$ cat config.mk
export PLATFORM = sky130hd
export DESIGN_NAME = game_draw_sequencer
export DESIGN_NICKNAME = d
export VERILOG_FILES = /design/src/rtl/game_draw_sequencer_pkg.sv /design/src/rtl/game_draw_sequencer_walker.sv /design/src/rtl/game_draw_sequencer.sv
export SDC_FILE = /design/constraint.sdc
export NUM_CORES = 1
export LEC_CHECK = 0
export CAP_MARGIN = 30
export CORE_UTILIZATION = 55
export DETAILED_ROUTE_END_ITERATION = 8
export PLACE_DENSITY = 0.77
export SKIP_CTS_REPAIR_TIMING = 1
export SYNTH_ARGS = -nofsm -noshare
export SYNTH_HDL_FRONTEND = slang
export SYNTH_SLANG_ARGS = --single-unit
$ cat constraint.sdc
create_clock -name clock -period 8.4 [get_ports clock]
set_input_delay 1.68 -clock clock [delete_from_list [all_inputs] [get_ports clock]]
set_output_delay 1.68 -clock clock [all_outputs]
set_load 0.02 [all_outputs]
$ cat src/rtl/game_draw_sequencer_pkg.sv
// Shared geometry, colour and state definitions for the game draw sequencer.
package game_draw_sequencer_pkg;

    // Screen and sprite geometry
    localparam int SCREEN_W   = 160;
    localparam int SCREEN_H   = 120;
    localparam int SPRITE_W   = 16;
    localparam int SPRITE_H   = 14;
    localparam int ROW_Y_BASE = 4;
    localparam int ROW_PITCH  = 14;

    localparam logic [7:0] LANE_X0 = 8'd32;
    localparam logic [7:0] LANE_X1 = 8'd72;
    localparam logic [7:0] LANE_X2 = 8'd112;

    // The taxi always sits on the bottom row
    localparam logic [7:0] PLAYER_ROW_VEC = 8'b1000_0000;

    // Colours
    localparam logic [2:0] COL_BLACK    = 3'b000;
    localparam logic [2:0] COL_START    = 3'b001;
    localparam logic [2:0] COL_END      = 3'b100;
    localparam logic [2:0] COL_WIN      = 3'b010;
    localparam logic [2:0] COL_TAXI     = 3'b011;
    localparam logic [2:0] COL_EXPLODE  = 3'b100;
    localparam logic [2:0] COL_OBSTACLE = 3'b111;
    localparam logic [2:0] COL_BANANA   = 3'b110;

    // Pending-request bit positions
    localparam int PEND_START    = 0;
    localparam int PEND_END      = 1;
    localparam int PEND_WIN      = 2;
    localparam int PEND_PLAYER   = 3;
    localparam int PEND_OBSTACLE = 4;
    localparam int PEND_BANANA   = 5;
    localparam logic [5:0] PEND_OBJECT_MASK = 6'b111000;

    typedef enum logic [2:0] {
        S_IDLE, S_LOAD, S_FILL, S_ERASE, S_DRAW, S_DONE
    } drawState_t;

    typedef enum logic [1:0] {
        OBJ_PLAYER   = 2'd0,
        OBJ_OBSTACLE = 2'd1,
        OBJ_BANANA   = 2'd2
    } objId_t;

    typedef struct packed {
        logic [7:0] x;
        logic [6:0] y;
        logic [7:0] w;
        logic [6:0] h;
    } rect_t;

    localparam rect_t FULL_SCREEN_RECT = '{x: 8'd0, y: 7'd0, w: 8'(SCREEN_W), h: 7'(SCREEN_H)};

    // Index of the lowest set bit of a lane vector (0 when empty)
    function automatic logic [1:0] lowestLane(input logic [2:0] v);
        logic [1:0] idx;
        idx = '0;
        for (int i = 2; i >= 0; i--) if (v[i]) idx = 2'(i);
        return idx;
    endfunction

    // Index of the lowest set bit of a row vector (0 when empty)
    function automatic logic [2:0] lowestRow(input logic [7:0] v);
        logic [2:0] idx;
        idx = '0;
        for (int i = 7; i >= 0; i--) if (v[i]) idx = 3'(i);
        return idx;
    endfunction

    function automatic logic [7:0] laneX(input logic [1:0] lane);
        case (lane)
            2'd0:    return LANE_X0;
            2'd1:    return LANE_X1;
            default: return LANE_X2;
        endcase
    endfunction

    function automatic logic [6:0] rowY(input logic [2:0] row);
        return 7'(ROW_Y_BASE + ROW_PITCH * int'(row));
    endfunction

    // Bounding box of a sprite in a given lane and row
    function automatic rect_t spriteBox(input logic [1:0] lane, input logic [2:0] row);
        rect_t r;
        r.x = laneX(lane);
        r.y = rowY(row);
        r.w = 8'(SPRITE_W);
        r.h = 7'(SPRITE_H);
        return r;
    endfunction

endpackage

$ cat src/rtl/game_draw_sequencer_walker.sv
// Rectangle scanner: walks a box row-major, x fastest, one step per accepted pixel.
module draw_rect_walker
    import game_draw_sequencer_pkg::*;
(
    input  logic       clock,
    input  logic       resetn,
    input  logic       start,
    input  rect_t      rect,
    input  logic       advance,
    output logic [7:0] x,
    output logic [6:0] y,
    output logic       last
);

    logic [7:0] originX;
    logic [7:0] endX;
    logic [6:0] endY;

    // Load a new box on start, otherwise step to the next pixel on each accept
    always_ff @(posedge clock or negedge resetn) begin
        if (!resetn) begin
            x       <= '0;
            y       <= '0;
            originX <= '0;
            endX    <= '0;
            endY    <= '0;
        end else if (start) begin
            // NOTE: non-blocking so every register sees the pre-edge values of the others.
            x       <= rect.x;
            y       <= rect.y;
            originX <= rect.x;
            endX    <= rect.x + rect.w - 8'd1;
            endY    <= rect.y + rect.h - 7'd1;
        end else if (advance) begin
            if (x == endX) begin
                x <= originX;
                y <= y + 7'd1;
            end else begin
                x <= x + 8'd1;
            end
        end
    end

    assign last = (x == endX) && (y == endY);

endmodule

$ cat src/rtl/game_draw_sequencer.sv
// Sequences full-screen fills and sprite erase/redraw jobs onto a VGA pixel port.
module game_draw_sequencer
    import game_draw_sequencer_pkg::*;
(
    input  logic       clock,
    input  logic       resetn,
    input  logic       startScreenReq,
    input  logic       endScreenReq,
    input  logic       winScreenReq,
    input  logic       playerDrawReq,
    input  logic [2:0] playerPos,
    input  logic       obstacleDrawReq,
    input  logic       bananaDrawReq,
    input  logic [2:0] obstaclePos,
    input  logic [2:0] bananaPos,
    input  logic [7:0] Position,
    input  logic       drawExplosion,
    input  logic       plotReady,
    output logic [7:0] x,
    output logic [6:0] y,
    output logic [2:0] colour,
    output logic       plot,
    output logic       busy,
    output logic       drawDone
);

    drawState_t state, nextState;
    logic [5:0] reqVec, pending, selMask;

    // Job selection, valid in LOAD
    logic       selAny, selIsFill, selShown;
    objId_t     selObj;
    logic [2:0] selColour, selLaneVec;
    logic [7:0] selRowVec;
    logic [1:0] selLane;
    logic [2:0] selRow;

    // Current job
    logic       jobIsFill, jobShown;
    objId_t     jobObj;
    logic [2:0] jobColour;
    logic [1:0] jobLane;
    logic [2:0] jobRow;

    // Last drawn box of each object
    logic [2:0]       prevValid;
    logic [2:0][1:0]  prevLane;
    logic [2:0][2:0]  prevRow;

    logic  walkStart, walkLast, accept, lastAccept;
    rect_t walkRect;

    assign reqVec = {bananaDrawReq, obstacleDrawReq, playerDrawReq,
                     winScreenReq, endScreenReq, startScreenReq};

    // Pick the highest-priority pending job and the inputs it samples
    always_comb begin
        // NOTE: every output gets a default first so no path leaves a latch.
        selIsFill  = 1'b0;
        selObj     = OBJ_PLAYER;
        selColour  = COL_BLACK;
        selLaneVec = '0;
        selRowVec  = '0;
        selMask    = '0;
        if (pending[PEND_WIN]) begin
            selIsFill = 1'b1;
            selColour = COL_WIN;
            selMask   = PEND_OBJECT_MASK;
            selMask[PEND_WIN] = 1'b1;
        end else if (pending[PEND_END]) begin
            selIsFill = 1'b1;
            selColour = COL_END;
            selMask   = PEND_OBJECT_MASK;
            selMask[PEND_END] = 1'b1;
        end else if (pending[PEND_START]) begin
            selIsFill = 1'b1;
            selColour = COL_START;
            selMask   = PEND_OBJECT_MASK;
            selMask[PEND_START] = 1'b1;
        end else if (pending[PEND_PLAYER]) begin
            selObj     = OBJ_PLAYER;
            selColour  = drawExplosion ? COL_EXPLODE : COL_TAXI;
            selLaneVec = playerPos;
            selRowVec  = PLAYER_ROW_VEC;
            selMask[PEND_PLAYER] = 1'b1;
        end else if (pending[PEND_OBSTACLE]) begin
            selObj     = OBJ_OBSTACLE;
            selColour  = COL_OBSTACLE;
            selLaneVec = obstaclePos;
            selRowVec  = Position;
            selMask[PEND_OBSTACLE] = 1'b1;
        end else if (pending[PEND_BANANA]) begin
            selObj     = OBJ_BANANA;
            selColour  = COL_BANANA;
            selLaneVec = bananaPos;
            selRowVec  = Position;
            selMask[PEND_BANANA] = 1'b1;
        end
    end

    assign selAny   = |pending;
    assign selShown = (|selLaneVec) && (|selRowVec);
    assign selLane  = lowestLane(selLaneVec);
    assign selRow   = lowestRow(selRowVec);

    assign plot       = (state == S_FILL) || (state == S_ERASE) || (state == S_DRAW);
    assign busy       = (state != S_IDLE);
    assign drawDone   = (state == S_DONE);
    assign colour     = ((state == S_FILL) || (state == S_DRAW)) ? jobColour : COL_BLACK;
    assign accept     = plot && plotReady;
    assign lastAccept = accept && walkLast;

    // Next-state and walker start control
    always_comb begin
        nextState = state;
        walkStart = 1'b0;
        walkRect  = FULL_SCREEN_RECT;
        unique case (state)
            S_IDLE: if (|(pending | reqVec)) nextState = S_LOAD;
            S_LOAD: begin
                if (!selAny) begin
                    nextState = S_IDLE;
                end else if (selIsFill) begin
                    nextState = S_FILL;
                    walkStart = 1'b1;
                end else if (prevValid[selObj]) begin
                    nextState = S_ERASE;
                    walkStart = 1'b1;
                    walkRect  = spriteBox(prevLane[selObj], prevRow[selObj]);
                end else if (selShown) begin
                    nextState = S_DRAW;
                    walkStart = 1'b1;
                    walkRect  = spriteBox(selLane, selRow);
                end else begin
                    nextState = S_DONE;
                end
            end
            S_FILL: if (lastAccept) nextState = S_DONE;
            S_ERASE: begin
                if (lastAccept) begin
                    if (jobShown) begin
                        nextState = S_DRAW;
                        walkStart = 1'b1;
                        walkRect  = spriteBox(jobLane, jobRow);
                    end else begin
                        nextState = S_DONE;
                    end
                end
            end
            S_DRAW: if (lastAccept) nextState = S_DONE;
            S_DONE: nextState = S_IDLE;
            default: nextState = S_IDLE;
        endcase
    end

    // State register
    always_ff @(posedge clock or negedge resetn) begin
        if (!resetn) state <= S_IDLE;
        else         state <= nextState;
    end

    // Sticky request bits: served bits clear in LOAD, new pulses always land
    always_ff @(posedge clock or negedge resetn) begin
        if (!resetn) pending <= '0;
        else         pending <= (pending & ~((state == S_LOAD) ? selMask : 6'b0)) | reqVec;
    end

    // Capture the job description in LOAD so later input changes do not disturb it
    always_ff @(posedge clock or negedge resetn) begin
        if (!resetn) begin
            jobIsFill <= 1'b0;
            jobObj    <= OBJ_PLAYER;
            jobColour <= COL_BLACK;
            jobShown  <= 1'b0;
            jobLane   <= '0;
            jobRow    <= '0;
        end else if (state == S_LOAD) begin
            jobIsFill <= selIsFill;
            jobObj    <= selObj;
            jobColour <= selColour;
            jobShown  <= selShown;
            jobLane   <= selLane;
            jobRow    <= selRow;
        end
    end

    // Previous-box store: invalidated by fills, updated when an object job completes
    always_ff @(posedge clock or negedge resetn) begin
        if (!resetn) begin
            // NOTE: this store is tiny, so it is reset; prevValid alone would gate the stale boxes.
            prevValid <= '0;
            prevLane  <= '0;
            prevRow   <= '0;
        end else if (state == S_LOAD && selAny && selIsFill) begin
            prevValid <= '0;
        end else if (state == S_DONE && !jobIsFill) begin
            prevValid[jobObj] <= jobShown;
            prevLane[jobObj]  <= jobLane;
            prevRow[jobObj]   <= jobRow;
        end
    end

    draw_rect_walker u_walker (
        .clock   (clock),
        .resetn  (resetn),
        .start   (walkStart),
        .rect    (walkRect),
        .advance (accept),
        .x       (x),
        .y       (y),
        .last    (walkLast)
    );

endmodule

==> metrics.md, run 1 <==
| Metric | Value |
|---|---|
| Layout cells sized above 1 | 0.0696 |
| Critical Path Fanout Max | 5 |
| Complex-gate fraction of the synthesized area | 0.208 |
| Synth top area cells | dfrtp_1, ha_1, fa_1 |
| Worst skew pair latency | 0.35 ns |
| GP Congestion | 0.893 |
| Vias in the first global route | 4,497 |
| Starting DRT DRC Count | 290 |
| Element type at the critical path end | flop |
| Synth Net Count | 647 |
| Unrepaired setup endpoints after global routing | false |
| Yosys top cell by area | dfrtp_1 |
| Final ANT Viol Nets | 0 |
| Nets | 683 |
| Final Skew | 0.0108 ns |
| Number of buffers created by CTS | 9 |
| Setup CP Type | input pin to flop |
| Synth Area in XOR/XNOR | 0.0501 |
| Initial core utilization | 0.576 |
| Root Buffer | clkbuf_8 |
| Hold Slack | 0.476 ns |
| Area of the mapped netlist | 5070 um2 |
| Vias per Instance | 6.21 |
| Max-slew violation count | 0 |
| Setup TNS | 0 ns |
| Initial antenna violation count | 0 |
| Maximum clock path buffer count | 2 |
| First-pass GRT wire length | 20,900 um |
| 1st-pass router iterations | 9 |
| Adder and majority gate portion of the synthesized area | 0.122 |
| DRC viols | 2 |
| Grt total ovfl | 0 |
| Post-Syn Instances | 577 |
| Main flop type after synthesis | dfrtp_1 |
| Final hold violations | 0 |
| CTS tree | built |
| WP data arrival | 6.49 ns |
| Post-detail-place hpwl | 9270 um |
| Post-synthesis mux area share | 0.0345 |
| Tightest Pin Transition | 1.03 ns |
| Failing checks | design-rule violations |
| Min Clock Period, post-route | 6.27 ns |
| Core Area | 8810 um2 |
| IO buf count | 47 |
| Rows | 34 |
| Post-synthesis area per instance | 8.79 um2 |
| Ys async rst share | 1.00 |
| GR Util All Layers | 0.273 |
| HP Class | flop to flop |
| Most common cell after layout, fill and taps aside | dfrtp_1 |
| Final cycle utilization of the critical path | 0.747 |
| Status | finished with violations |
| Post-synthesis cell type count | 63 |
| Total Wirelength | 12,600 um |
| Syn-to-layout area delta | 14.8% |
| Sink Count | 70 |
| Max Fclk | 159 MHz |
| Via count | 4,505 |
| WP data required | 8.62 ns |
| # Max-Cap Violations | 0 |
| Simple-Gate Fraction of Synth Area | 0.192 |
| Worst-path clk slew | 0.08 ns |
| DR WL/cell | 17.4 um |
| Synth warn | 0 |
| Pwr dens | 202 nW/um2 |
| CTS H-tree depth | 3 |
| Die area | 9610 um2 |
| Die extent in y | 98.0 um |
| Lkg Pwr | 2.56 nW |
| Post-synth EDFFs | 0 |
| Commonest non-fill, non-tap cells in the layout | dfrtp_1, nand2_1, clkdlybuf4s50_1 |
| Die X | 98.0 um |
| Seq/Total Area, Yosys | 0.345 |
| #FFs+latches synth | 70 |
| Worst VDD drop | 0.000192 V |
| Yosys top cell area share | 0.345 |
| Pin count of the biggest net entering global routing | 71 |
| Worst Setup Start Kind | input pin |
| Slew HR | 0.307 |
| Final Setup Violations | 0 |
| Ant. Diodes | 0 |
| Largest family of logic cells by synthesized area | compound AO/OA/AOI/OAI gates |
| Ports | 48 |
==> sequential cells by signal, indices dropped and copies added (netlist names) <==
| signal | flops |
|---|---|
| prevRow | 9 |
| u_walker.x | 8 |
| u_walker.endY | 7 |
| u_walker.y | 7 |
| pending | 6 |
| prevLane | 6 |
| u_walker.endX | 5 |
| u_walker.originX | 4 |
| jobColour | 3 |
| jobRow | 3 |
| prevValid | 3 |
| state | 3 |
| jobLane | 2 |
| jobObj | 2 |
| jobIsFill | 1 |
| jobShown | 1 |
==> metal layers <==
| layer | GRT usage | share of wire | vias to the layer above |
|---|---|---|---|
| met5 | 0 | 0 | - |
| met4 | 0.113 | 0.022 | 0 |
| met3 | 0.0515 | 0.058 | 27 |
| met2 | 0.463 | 0.49 | 162 |
| met1 | 0.343 | 0.43 | 2169 |
| li1 | - | - | 2147 |
==> power breakdown <==
part	internal (mW)	switching, mW
logic	0.179	0.245
clock network	0.145	0.135
registers	0.388	0.0855
==> cells in the mapped netlist (6+ instances only) <==
cell      instances
nand3b_1          7
nor3_1           11
xor2_1           11
o22a_1            6
nand3_1          18
o21a_1            6
xnor2_1          18
a31oi_1           9
o22ai_1           6
clkbuf_1         22
inv_1            37
dfrtp_1          70
nand2_1          53
a21o_1           12
ha_1             32
nand2b_1         10
o31ai_1           6
nor4_1            8
nor2b_1           6
fa_1             11
mux2_2           12
nor2_1           44
a21oi_1          39
o21ai_0          40
and3_1            8
==> final timing paths <==
path / end / slack (ns) / startpoint / depth (start not counted)
setup / recovery: u_walker.endY[6] / 2.13 / Position[7] / 21
hold / removal: jobIsFill / 0.48 / jobIsFill / 1
setup reg to reg: u_walker.endY[6] / 2.78 / pending[3] / 20
hold reg to reg: jobIsFill / 0.48 / jobIsFill / 1
max in group asynchronous: jobRow[0] / 6.27 / resetn / 2
min in group asynchronous: u_walker.x[7] / 1.53 / resetn / 2
==> stage by stage <==
step | power [mW] | area (um2) | worst slack, ns | utilization | cells
2_1_floorplan | 0.763 | 5070 | 2.84 | - | 577
3_3_place_gp | 0.878 | 5600 | 2.11 | 0.636 | 708
3_5_place_dp | 0.902 | 5620 | 1.86 | 0.638 | 710
4_1_cts | 1.18 | 5820 | 2.22 | 0.661 | 726
5_1_grt | 1.24 | 5820 | 1.75 | 0.661 | 726
6_report | 1.18 | 5820 | 2.13 | 0.661 | 726
==> cell type report <==
class,instances,area (um2)
Clock buffer,11,141
Tap cell,108,135
Timing Repair Buffer,52,507
Fill cell,725,2990
Inverter,37,139
Sequential cell,70,1750
Clock inverter,5,58.8
Multi-Input combinational cell,443,3090
==> worst max-delay path, cell delays in order <==
cell             delay [ns]
clkdlybuf4s50_1        0.49
o21ai_0                0.13
a21oi_1                0.26
a22oi_1                0.10
a211oi_1               0.28
a21o_1                 0.24
fa_1                   0.43
ha_1                   0.24
fa_1                   0.57
nand3_1                0.12
xnor2_1                0.14
o22ai_1                0.15
nand2_1                0.09
o21ai_0                0.12
ha_1                   0.27
ha_1                   0.34
a31oi_1                0.17
xnor2_1                0.20
nor3_1                 0.09
nor4b_1                0.31
a211oi_1               0.09
==> kinds of logic (layout without fill, tap and decap cells) <==
family          Yosys count  after routing
fa+ha+maj                43             43
mux                      16             16
buf+inv                  64            105
xor+xnor                 29             29
compound gates          162            162
flops                    70             70
simple gates            193            193
Power figures use the tool's default switching activity.
==> run 2: changes to the inputs <==
--- a/config.mk
+++ b/config.mk
@@ -6,9 +6,9 @@
 export NUM_CORES = 1
 export LEC_CHECK = 0
 export CAP_MARGIN = 30
-export CORE_UTILIZATION = 55
+export CORE_UTILIZATION = 53
 export DETAILED_ROUTE_END_ITERATION = 8
-export PLACE_DENSITY = 0.77
+export PLACE_DENSITY = 0.78
 export SKIP_CTS_REPAIR_TIMING = 1
 export SYNTH_ARGS = -nofsm -noshare
 export SYNTH_HDL_FRONTEND = slang
==> constraint.sdc (replaced) <==
create_clock -name clock -period 5.7 [get_ports clock]
set_input_delay 1.14 -clock clock [delete_from_list [all_inputs] [get_ports clock]]
set_output_delay 1.14 -clock clock [all_outputs]
set_load 0.02 [all_outputs]
==> run 2 against run 1 <==
The flow now finishes without violations. Non-clock buffer count rose by 16. Cell count grew 5.1%. Via count grew 2.5%. Combinational power is 56% higher. Global-route usage is 0.46 points higher. Die area increased by 3.7%. Largest power group unchanged.
==> metrics.md, run 2 (synthesis results as in run 1) <==
| Metric | Value |
|---|---|
| Worst R2R Start | pending[2] |
| GR Util All Layers | 0.278 |
| Final Setup Violations | 0 |
| GP Congestion | 0.869 |
| Area occupied by multi-input gates | 3140 um2 |
| Pin count of the biggest net entering global routing | 71 |
| Worst Setup Start Kind | input pin |
| Maximum clock path buffer count | 2 |
| Element type at the critical path end | flop |
| Layout cells sized above 1 | 0.106 |
| Ant. Diodes | 0 |
| DR WL/cell | 17.0 um |
| Rows | 35 |
| Initial core utilization | 0.549 |
| Initial antenna violation count | 0 |
| Ports | 48 |
| Fin worst setup slack | 0.202 ns |
| Total Wirelength | 13,000 um |
| Largest register FFs | 9 |
| Syn-to-layout area delta | 19.6% |
| Core Area | 9240 um2 |
| FF-to-FF End | u_walker.endY[6] |
| Most common cell after layout, fill and taps aside | dfrtp_1 |
| Final cycle utilization of the critical path | 0.965 |
| Tightest Pin Transition | 0.898 ns |
| Final hold violations | 0 |
| Vias in the first global route | 4,675 |
| Lkg Pwr | 2.69 nW |
| First-pass GRT wire length | 22,100 um |
| Root Buffer | clkbuf_8 |
| Commonest non-fill, non-tap cells in the layout | dfrtp_1, nand2_1, clkdlybuf4s50_1 |
| # Max-Cap Violations | 0 |
| FF+latch area | 1750 um2 |
| Max-slew violation count | 0 |
| Final Skew | 0.0122 ns |
| Starting DRT DRC Count | 339 |
| Largest regs | prevRow: 9 flops, u_walker.x: 8 flops |
| Placement Setup Slack | -0.142 ns |
| Die X | 99.8 um |
| DP Area | 5750 um2 |
| Die extent in y | 99.8 um |
| Status | completed |
| Fill cells | 745 |
| Nets | 699 |
| IO buf count | 47 |
| Via count | 4,618 |
| CTS H-tree depth | 3 |
| Vias per Instance | 6.05 |
| Min Clock Period, post-route | 5.50 ns |
| Worst VDD drop | 0.000257 V |
| Critical Path Sink | u_walker.endY[6] |
| WP data required | 5.91 ns |
| Post-detail-place hpwl | 9360 um |
| Fin area | 6070 um2 |
| Sink Count | 70 |
| Grt total ovfl | 0 |
| Pwr dens | 306 nW/um2 |
| Worst-path clk slew | 0.08 ns |
| Worst skew pair latency | 0.35 ns |
| Die area | 9960 um2 |
| Reg2reg path depth | 20 |
| HP Class | flop to flop |
| Critical Path Fanout Max | 3 |
| Setup CP Type | input pin to flop |
| Max Fclk | 182 MHz |
| Final ANT Viol Nets | 0 |
| R2R setup slack | 0.38 ns |
| CTS tree | built |
| WP data arrival | 5.70 ns |
| Worst setup startpoint | Position[7] |
| 1st-pass router iterations | 5 |
| Largest register by flop count | prevRow |
| Slew HR | 0.401 |
| DRC viols | 0 |
| Hold Slack | 0.484 ns |
| Number of buffers created by CTS | 9 |
==> run 2: layout make-up <==
cell class	instances	area share
Inverter	37	0.0229
Multi-Input combinational cell	443	0.518
Tap cell	129	0.0266
Timing Repair Buffer	68	0.103
Clock inverter	5	0.0175
Clock buffer	11	0.0233
Sequential cell	70	0.289
==> run 2: how the worst min path moves through the flow <==
stage,from,slack (ns),endpoint,cells past startpoint
4_1_cts,jobColour[2],0.49,jobColour[2],2
6_report,jobColour[2],0.48,jobColour[2],2
3_3_place_gp,jobColour[0],0.46,jobColour[0],2
2_1_floorplan,jobColour[2],0.44,jobColour[2],2
5_1_grt,jobIsFill,0.50,jobIsFill,1
3_5_place_dp,u_walker.originX[6],0.47,u_walker.originX[6],2
==> run 2: per-stage QoR <==
step / power, mW / setup TNS [ns] / utilization / cells
after floorplan: 1.12 / 0 / - / 577
after global placement: 1.33 / 0 / 0.622 / 745
after detailed placement: 1.35 / -0.142 / 0.622 / 746
after CTS: 1.86 / 0 / 0.649 / 762
after global routing: 1.97 / -0.0526 / 0.657 / 763
final: 1.85 / 0 / 0.657 / 763
==> run 2: power breakdown <==
group / total [mW] / internal (mW) / switching [mW]
combinational: 0.661 / 0.279 / 0.382
clock: 0.501 / 0.304 / 0.198
sequential: 0.692 / 0.571 / 0.121
==> run 2: routing by layer <==
metal / GRT usage / wire length [um] / vias up
met5: 0 / 0 / -
met4: 0.0962 / 316 / 0
met3: 0.0453 / 586 / 30
met2: 0.490 / 6430 / 151
met1: 0.345 / 5660 / 2268
li1: - / - / 2169
==> run 2: worst max-delay path: stages <==
cell and delay [ns]:
clkdlybuf4s50_1 0.51, o21ai_0 0.12, a21oi_1 0.26, a22oi_2 0.10, a211oi_2 0.22, a21o_1 0.15, fa_1 0.40, ha_1 0.24
fa_1 0.45, xnor2_2 0.16, xnor2_1 0.17, o22ai_1 0.10, nand2_1 0.11, o21ai_0 0.09, ha_1 0.30, ha_1 0.36
a31oi_4 0.19, xnor2_2 0.16, nor3_1 0.09, nor4b_2 0.30, a211oi_2 0.08
==> run 3: changes to the inputs <==
--- a/config.mk
+++ b/config.mk
@@ -6,6 +6,7 @@
 export NUM_CORES = 1
 export LEC_CHECK = 0
 export CAP_MARGIN = 30
+export CORE_MARGIN = 3
 export CORE_UTILIZATION = 53
 export DETAILED_ROUTE_END_ITERATION = 8
 export PLACE_DENSITY = 0.78
==> run 3 against run 2 <==
Design area down 0.68%. Wire length down 0.62%. Register-to-register slack better by 0.09 ns. Total power fell by 3.3%. First-iteration DRC count shrank 28%. Global-route usage shrank 3.2 points. Hold slack worse by 0.0084 ns. Combinational power barely moved. Critical path depth shrank 1.
==> metrics.md, run 3 (synthesis results as in run 1) <==
| Metric | Value |
|---|---|
| Slew HR | 0.396 |
| Fin worst setup slack | 0.297 ns |
| Min Clock Period, post-route | 5.40 ns |
| Final ANT Viol Nets | 0 |
| Die X | 104 um |
| Fin util | 0.649 |
| Ports | 48 |
| Fin area | 6030 um2 |
| Sink Count | 70 |
| IO buf count | 47 |
| Post-Place Cells | 747 |
| DP Area | 5760 um2 |
| Initial core utilization | 0.546 |
| Die area | 10,800 um2 |
| Layout cells sized above 1 | 0.101 |
| Maximum clock path buffer count | 2 |
| Total Wirelength | 12,900 um |
| Setup TNS | 0 ns |
| Starting DRT DRC Count | 244 |
| GP Congestion | 0.882 |
| Worst Setup Start Kind | input pin |
| HP Start | jobIsFill |
| Nets | 700 |
| Via count | 4,563 |
| Ant. Diodes | 0 |
| Fill cells | 791 |
| Lkg Pwr | 2.67 nW |
| DR WL/cell | 16.9 um |
| Placement Setup Slack | -0.176 ns |
| Largest register FFs | 9 |
| FF+latch area | 1750 um2 |
| Max-slew violation count | 0 |
| R2R setup slack | 0.47 ns |
| Final Skew | 0.0139 ns |
| CTS tree | built |
| Largest register by flop count | prevRow |
| Vias in the first global route | 4,598 |
| HP Class | flop to flop |
| Critical Path Fanout Max | 4 |
| Pwr dens | 298 nW/um2 |
| Vias per Instance | 5.97 |
| Die extent in y | 104 um |
| Tightest Pin Transition | 0.906 ns |
| Root Buffer | clkbuf_8 |
| Syn-to-layout area delta | 18.8% |
| # Max-Cap Violations | 0 |
| Pin count of the biggest net entering global routing | 71 |
| FF-to-FF End | u_walker.endY[6] |
| Initial antenna violation count | 0 |
| Final cycle utilization of the critical path | 0.948 |
| Worst R2R Start | pending[2] |
| Share of power burned in registers | 0.386 |
| Core Area | 9280 um2 |
| First-pass GRT wire length | 21,800 um |
| Grt total ovfl | 0 |
| Number of buffers created by CTS | 9 |
| Largest regs | prevRow: 9 flops, u_walker.x: 8 flops |
| Setup CP Type | input pin to flop |
| Rows | 35 |
| Element type at the critical path end | flop |
| Max Fclk | 185 MHz |
| Worst-path clk slew | 0.07 ns |
| Final cell count without fillers | 764 |
| Design Power | 1.79 mW |
| Post-detail-place hpwl | 9480 um |
| Switching Share | 0.381 |
| Psw | 0.684 mW |
| Worst skew pair latency | 0.35 ns |
| Worst VDD drop | 0.000250 V |
| 1st-pass router iterations | 5 |
| WP data required | 5.95 ns |
| Commonest non-fill, non-tap cells in the layout | dfrtp_1, nand2_1, clkdlybuf4s50_1 |
| Hold depth | 1 |
| Internal power | 1.11 mW |
| DRC viols | 0 |
| Reg2reg path depth | 19 |
| Most common cell after layout, fill and taps aside | dfrtp_1 |
| WP data arrival | 5.65 ns |
| Worst Hold End | jobIsFill |
| Logic gate share of total power | 0.367 |
| Status | completed |
| Final Setup Violations | 0 |
| GR Util All Layers | 0.245 |
| Final hold violations | 0 |
| Area occupied by multi-input gates | 3130 um2 |
| Hold Slack | 0.476 ns |
| CTS H-tree depth | 3 |
| Clock power share | 0.247 |
==> run 3: cell count changes in the layout (fill, tap and decap cells not counted), moves of 2 or more <==
cell / previous run / this run
o21ai_0: 37 / 40
clkinv_2: 0 / 2
a211oi_1: 2 / 4
a211oi_2: 2 / 0
o21ai_1: 3 / 0
==> run 3: per-layer routing <==
| metal | routed length (um) | vias to the layer above | GRT usage | share of wire |
|---|---|---|---|---|
| li1 | - | 2178 | - | - |
| met1 | 5560 | 2207 | 0.310 | 0.43 |
| met2 | 6430 | 146 | 0.419 | 0.50 |
| met3 | 566 | 32 | 0.0380 | 0.044 |
| met4 | 364 | 0 | 0.104 | 0.028 |
| met5 | 0 | - | 0 | 0 |
==> run 3: power by group through the flow <==
stage                     combinational, mW  sequential, mW  clock [mW]
final                                 0.658           0.692       0.443
after global routing                  0.727           0.705       0.475
after CTS                             0.659           0.688       0.454
after detailed placement              0.653           0.698           0
after global placement                0.633           0.693           0
after floorplan                       0.488           0.636           0
==> run 3: how the worst max path moves through the flow <==
stage / start / end / slack, ns
detailed placement: Position[7] / u_walker.endY[6] / -0.18
finish: Position[4] / u_walker.endY[6] / 0.30
CTS: Position[7] / u_walker.endY[6] / 0.20
global placement: Position[7] / u_walker.endY[6] / 0.13
global route: Position[7] / u_walker.endY[6] / -0.02
floorplan: Position[2] / u_walker.endY[6] / 0.68
==> run 3: critical path, cell delays in order <==
cell and delay, ns:
clkdlybuf4s50_1 0.45, nor4_1 0.44, nor4_1 0.09, a21oi_1 0.22
nor2_1 0.10, fa_1 0.44, ha_1 0.25, fa_2 0.54
nand3_1 0.08, xnor2_1 0.15, o22ai_1 0.09, nand2_1 0.12
o21ai_0 0.10, ha_1 0.34, ha_4 0.31, a31oi_4 0.09
xnor2_2 0.21, o21ai_0 0.11, nor4b_2 0.17, a211oi_1 0.22
==> run 3: cell type report <==
class	instances	share of cell area
Multi-Input combinational cell	443	0.520
Sequential cell	70	0.291
Timing Repair Buffer	69	0.104
Tap cell	129	0.0268
Clock buffer	12	0.0241
Inverter	37	0.0230
Clock inverter	4	0.0116
==> patch 1 (config.mk and constraints of run 1) <==
Reset style: synchronous (`resetn`), changed in 5 clocked blocks.
--- a/src/rtl/game_draw_sequencer_walker.sv
+++ b/src/rtl/game_draw_sequencer_walker.sv
@@ -17,7 +17,7 @@
     logic [6:0] endY;
 
     // Load a new box on start, otherwise step to the next pixel on each accept
-    always_ff @(posedge clock or negedge resetn) begin
+    always_ff @(posedge clock) begin
         if (!resetn) begin
             x       <= '0;
             y       <= '0;
--- a/src/rtl/game_draw_sequencer.sv
+++ b/src/rtl/game_draw_sequencer.sv
@@ -154,19 +154,19 @@
     end
 
     // State register
-    always_ff @(posedge clock or negedge resetn) begin
+    always_ff @(posedge clock) begin
         if (!resetn) state <= S_IDLE;
         else         state <= nextState;
     end
 
     // Sticky request bits: served bits clear in LOAD, new pulses always land
-    always_ff @(posedge clock or negedge resetn) begin
+    always_ff @(posedge clock) begin
         if (!resetn) pending <= '0;
         else         pending <= (pending & ~((state == S_LOAD) ? selMask : 6'b0)) | reqVec;
     end
 
     // Capture the job description in LOAD so later input changes do not disturb it
-    always_ff @(posedge clock or negedge resetn) begin
+    always_ff @(posedge clock) begin
         if (!resetn) begin
             jobIsFill <= 1'b0;
             jobObj    <= OBJ_PLAYER;
@@ -185,7 +185,7 @@
     end
 
     // Previous-box store: invalidated by fills, updated when an object job completes
-    always_ff @(posedge clock or negedge resetn) begin
+    always_ff @(posedge clock) begin
         if (!resetn) begin
             // NOTE: this store is tiny, so it is reset; prevValid alone would gate the stale boxes.
             prevValid <= '0;
Formal check against the unedited RTL: differs if resetn is asserted again (counterexample within 4 cycles, from zero or initial values and one cycle with resetn low); with resetn held inactive, the same outputs for 4 cycles.
==> patch 1 against run 1 <==
Total power is 13% lower. Maximum frequency is 7.0% lower. Critical path depth is 3 higher. Worst setup slack worse by 0.47 ns. Die area is 3.3% higher. Sequential cell count stayed put. Largest power group unchanged. Sequential share of layout area is 6.5 points lower. Global-route usage is 1.6 points higher. Final area is 2.0% higher. Largest cell class unchanged. Critical path type unchanged. Area after synthesis is 3.4% higher. Wire length is 7.3% higher.
==> patch 1: results <==
metrics = {
    "pwr": {
        "leakage_uw": 0.002401,
        "worst_ir_drop_vdd_mv": 0.08588,
    },
    "cells_and_area": {
        "nClkBuffers": 12,
        "inverters": 41,
        "seq_cells": 70,
        "nNonClkBuffers": 53,
        "drive_above_1_share_pct": 8.076,
        "buf_share_pct": 8.686,
        "fillerInstances": 832,
        "areaGrowthSynthToFinish_pct": 13.23,
        "nNetsFinal": 746,
        "seq_share_pct": 23.61,
        "multi_input_area_um2": 3502,
        "multi_input_cells": 501,
        "fin_area_um2": 5934,
        "clkCellAreaFrac_pct": 3.373,
    },
    "detailed_routing": {
        "drtIter0Drc": 276,
        "wl_met2_um": 6659,
        "firstDrtPassIters": 5,
        "met3_length_um": 599,
        "vias": 4841,
        "wl_met1_um": 6084,
        "post_drt_wl_per_cell_um": 16.74,
        "routed_wl_um": 13560,
    },
    "sta": {
        "whs_ns": 0.4626,
        "clock_skew_ns": 0.01050,
        "slew_headroom_pct": 32.97,
    },
    "placed_design": {
        "dpl_worst_slack_ns": 1.343,
        "gp_congestion": 0.9820,
        "dp_hpwl_um": 9936,
        "placedCellCount": 794,
        "placed_cell_area_um2": 5734,
    },
    "synthesis": {
        "synthTopCellsByCount": "dfxtp_1, nor2_1, nand2_1",
        "syn_area_per_cell_um2": 8.126,
        "yosys-top-cells-area": "dfxtp_1, ha_1, a21oi_1, nor2_1, nand2_1",
        "synth_seq_area_share_pct": 26.74,
        "synth_nets": 715,
        "synth.distinct_cells": 83,
        "ys_async_sr_fraction_pct": 0,
    },
    "critical_path": {
        "r2r_end": "u_walker.endY[6]$_SDFFE_PN0P_",
        "reg2reg_slack_ns": 2.32,
        "cp_max_fo": 4,
        "slowest_delay_ns": 0.61,
        "crit_arrival_ns": 6.94,
        "r2r_cells": 21,
        "r2r-start": "pending[3]$_SDFF_PN0_",
    },
    "clock_network": {
        "htreeDepth": 3,
    },
    "global_route": {
        "grt_start_max_net_pins": 36,
        "met3_usage_pct": 5.692,
        "grtUsageMet1_pct": 36.87,
        "grtUsageMet2_pct": 49.31,
        "track_usage_pct": 28.92,
        "grt_pass1_wl_um": 22630,
        "grt_pass1_vias": 4678,
    },
    "min_path": {
        "hold_path.startpoint": "prevRow[8]$_SDFFE_PN0P_",
        "whs_endpoint": "prevRow[8]$_SDFFE_PN0P_",
        "whs_path_depth": 2,
        "hold_class": "flip-flop to flip-flop",
    },
    "status": {
        "status": "completed",
    },
}
[patch 1: cell count changes in the layout (fill, tap and decap cells not counted), moves of 11 or more]
cell     delta
mux2i_1    +11
mux2_2     -12
nor2_1     +24
a21oi_1    +13
dfxtp_1    +70
o21ai_0    -15
dfrtp_1    -70
[patch 1: worst reg2reg max path, cell delays in order, from the launching register on]
cell and delay [ns]:
dfxtp_1 0.53, nor4b_2 0.44, nand2_1 0.44, a21oi_1 0.41
inv_1 0.13, fa_1 0.50, inv_1 0.04, ha_1 0.22
fa_1 0.55, nand3_1 0.11, xnor2_1 0.26, o22ai_1 0.11
a22o_1 0.26, ha_1 0.29, ha_1 0.33, and4b_1 0.21
a211oi_1 0.36, nor4b_1 0.28, a32oi_1 0.08, o211ai_1 0.15
xnor2_1 0.14, a21oi_1 0.08
[patch 1: worst max path at each step]
stage / cells past startpoint / slack, ns / to
2_1_floorplan: 21 / 2.35 / u_walker.endY[6]$_SDFFE_PN0P_
3_3_place_gp: 22 / 1.54 / u_walker.endY[6]$_SDFFE_PN0P_
3_5_place_dp: 22 / 1.34 / u_walker.endY[6]$_SDFFE_PN0P_
4_1_cts: 24 / 1.72 / u_walker.endY[6]$_SDFFE_PN0P_
5_1_grt: 22 / 1.40 / u_walker.endY[6]$_SDFFE_PN0P_
6_report: 24 / 1.66 / u_walker.endY[6]$_SDFFE_PN0P_
[patch 1: logic make-up after synthesis]
group	count (synthesis)	share of synthesized area, %
multiplexers	15	2.865
flip-flops	70	26.74
AND/OR/NAND/NOR	241	24.25
adder cells (fa/ha/maj)	43	11.84
AO/OA/AOI/OAI	172	22.85
buffers and inverters	74	6.445
XOR/XNOR	30	5.013
[patch 1: report_power, final]
group          internal (µW)  switching, µW
Combinational            129            208
Clock                    152            132
Sequential               359           38.1
==> patch 2 (settings of run 1) <==
Made on the original files. Re-encode `drawState_t` (6 states) as one-hot, 6 bits wide.
--- a/src/rtl/game_draw_sequencer_pkg.sv
+++ b/src/rtl/game_draw_sequencer_pkg.sv
@@ -35,8 +35,8 @@
     localparam int PEND_BANANA   = 5;
     localparam logic [5:0] PEND_OBJECT_MASK = 6'b111000;
 
-    typedef enum logic [2:0] {
-        S_IDLE, S_LOAD, S_FILL, S_ERASE, S_DRAW, S_DONE
+    typedef enum logic [5:0] {
+        S_IDLE = 6'b000001, S_LOAD = 6'b000010, S_FILL = 6'b000100, S_ERASE = 6'b001000, S_DRAW = 6'b010000, S_DONE = 6'b100000
     } drawState_t;
 
     typedef enum logic [1:0] {
Check against the original RTL: same outputs for any inputs over 4 cycles, from zero or initial values and one cycle with resetn low; so few cycles prove little.
==> patch 2 against run 1 <==
Wire length is 0.20% lower. Clock skew hardly changed. Non-clock buffer count is 2 lower. Sequential cell count is 3 higher. Area after synthesis is 3.8% higher. Highest routed layer unchanged. Final area is 3.6% higher. First-iteration DRC count is 24% lower. Worst setup slack worse by 0.42 ns.
Power is not compared: it rests on default switching activity, and its combinational part moved more than twofold at a synthesized area within 25%.
==> patch 2: results <==
metrics = {
    "cells_and_area": {
        "nClkBuffers": 12,
        "seq_share_pct": 30.32,
        "nNonClkBuffers": 50,
        "fillerInstances": 776,
        "fin_area_um2": 6028,
        "seq_cells": 73,
        "inverters": 32,
        "multi_input_cells": 449,
        "nNetsFinal": 685,
        "final_cells": 749,
        "drive_above_1_share_pct": 9.032,
        "multi_input_area_um2": 3248,
        "buf_share_pct": 8.095,
        "clkCellAreaFrac_pct": 3.030,
        "reg_top3": "prevRow: 9 flops, u_walker.x: 8 flops",
    },
    "global_route": {
        "track_usage_pct": 27.02,
        "grt_pass1_vias": 4416,
        "grtUsageMet1_pct": 35.45,
        "grt_pass1_wl_um": 21330,
        "grt_start_max_net_pins": 74,
        "met3_usage_pct": 4.666,
        "grtUsageMet2_pct": 45.78,
    },
    "placed_design": {
        "gp_congestion": 0.8671,
        "placed_cell_area_um2": 5846,
        "dpl_worst_slack_ns": 1.335,
        "io_buffer_count": 47,
        "placedCellCount": 733,
        "dp_hpwl_um": 9503,
    },
    "detailed_routing": {
        "met3_length_um": 575,
        "route.detailed.drc": 0,
        "wl_met1_um": 5622,
        "vias": 4461,
        "wl_met2_um": 6213,
        "drtIter0Drc": 219,
        "firstDrtPassIters": 7,
        "post_drt_wl_per_cell_um": 16.84,
    },
    "synthesis": {
        "synth_edf_count": 0,
        "synth_nets": 640,
        "yosys-top-cells-area": "dfrtp_1, ha_1, fa_1, nand2_1, a21oi_1",
        "synthTopCellsByCount": "dfrtp_1, nand2_1, nor2_1",
        "synth.distinct_cells": 73,
        "synth_seq_area_share_pct": 34.72,
        "syn_area_per_cell_um2": 9.237,
        "yosys_warnings": 0,
        "synthCells": 570,
    },
    "clock_network": {
        "path_clk_slew_ns": 0.08,
        "clock_latency_ns": 0.36,
        "htreeDepth": 3,
    },
    "sta": {
        "tightest_slew_ns": 0.9241,
        "clock_skew_ns": 0.01096,
    },
    "pwr": {
        "power.internal_uw": 551.9,
        "worst_ir_drop_vdd_mv": 0.07834,
        "leakage_uw": 0.002672,
        "switchingPower_uw": 221.3,
        "pg_comb_uw": 121,
    },
    "critical_path": {
        "cp_max_fo": 5,
        "slowest_delay_ns": 0.54,
        "crit_arrival_ns": 6.92,
    },
    "status": {
        "status": "completed",
    },
}
==> patch 2: path summary, 6_finish.rpt <==
path	from	to	slack (ns)	cells past startpoint
min	prevRow[4]$_DFFE_PN0P_	prevRow[4]$_DFFE_PN0P_	0.49	2
min reg2reg	prevRow[4]$_DFFE_PN0P_	prevRow[4]$_DFFE_PN0P_	0.49	2
max in group asynchronous	resetn	prevRow[6]$_DFFE_PN0P_	6.25	2
max reg2reg	pending[3]$_DFF_PN0_	u_walker.endY[6]$_DFFE_PN0P_	2.28	19
max	Position[7]	u_walker.endY[6]$_DFFE_PN0P_	1.71	20
min in group asynchronous	resetn	u_walker.x[7]$_DFFE_PN0P_	1.53	2
==> patch 2: cells by family after synthesis <==
kind of cell    count (synthesis)  share of synthesized area [%]
xor+xnor                       36                          5.989
simple gates                  202                          20.53
mux                            23                          4.729
compound gates                145                          18.54
buf+inv                        48                          3.707
fa+ha+maj                      43                          11.79
flops                          73                          34.72
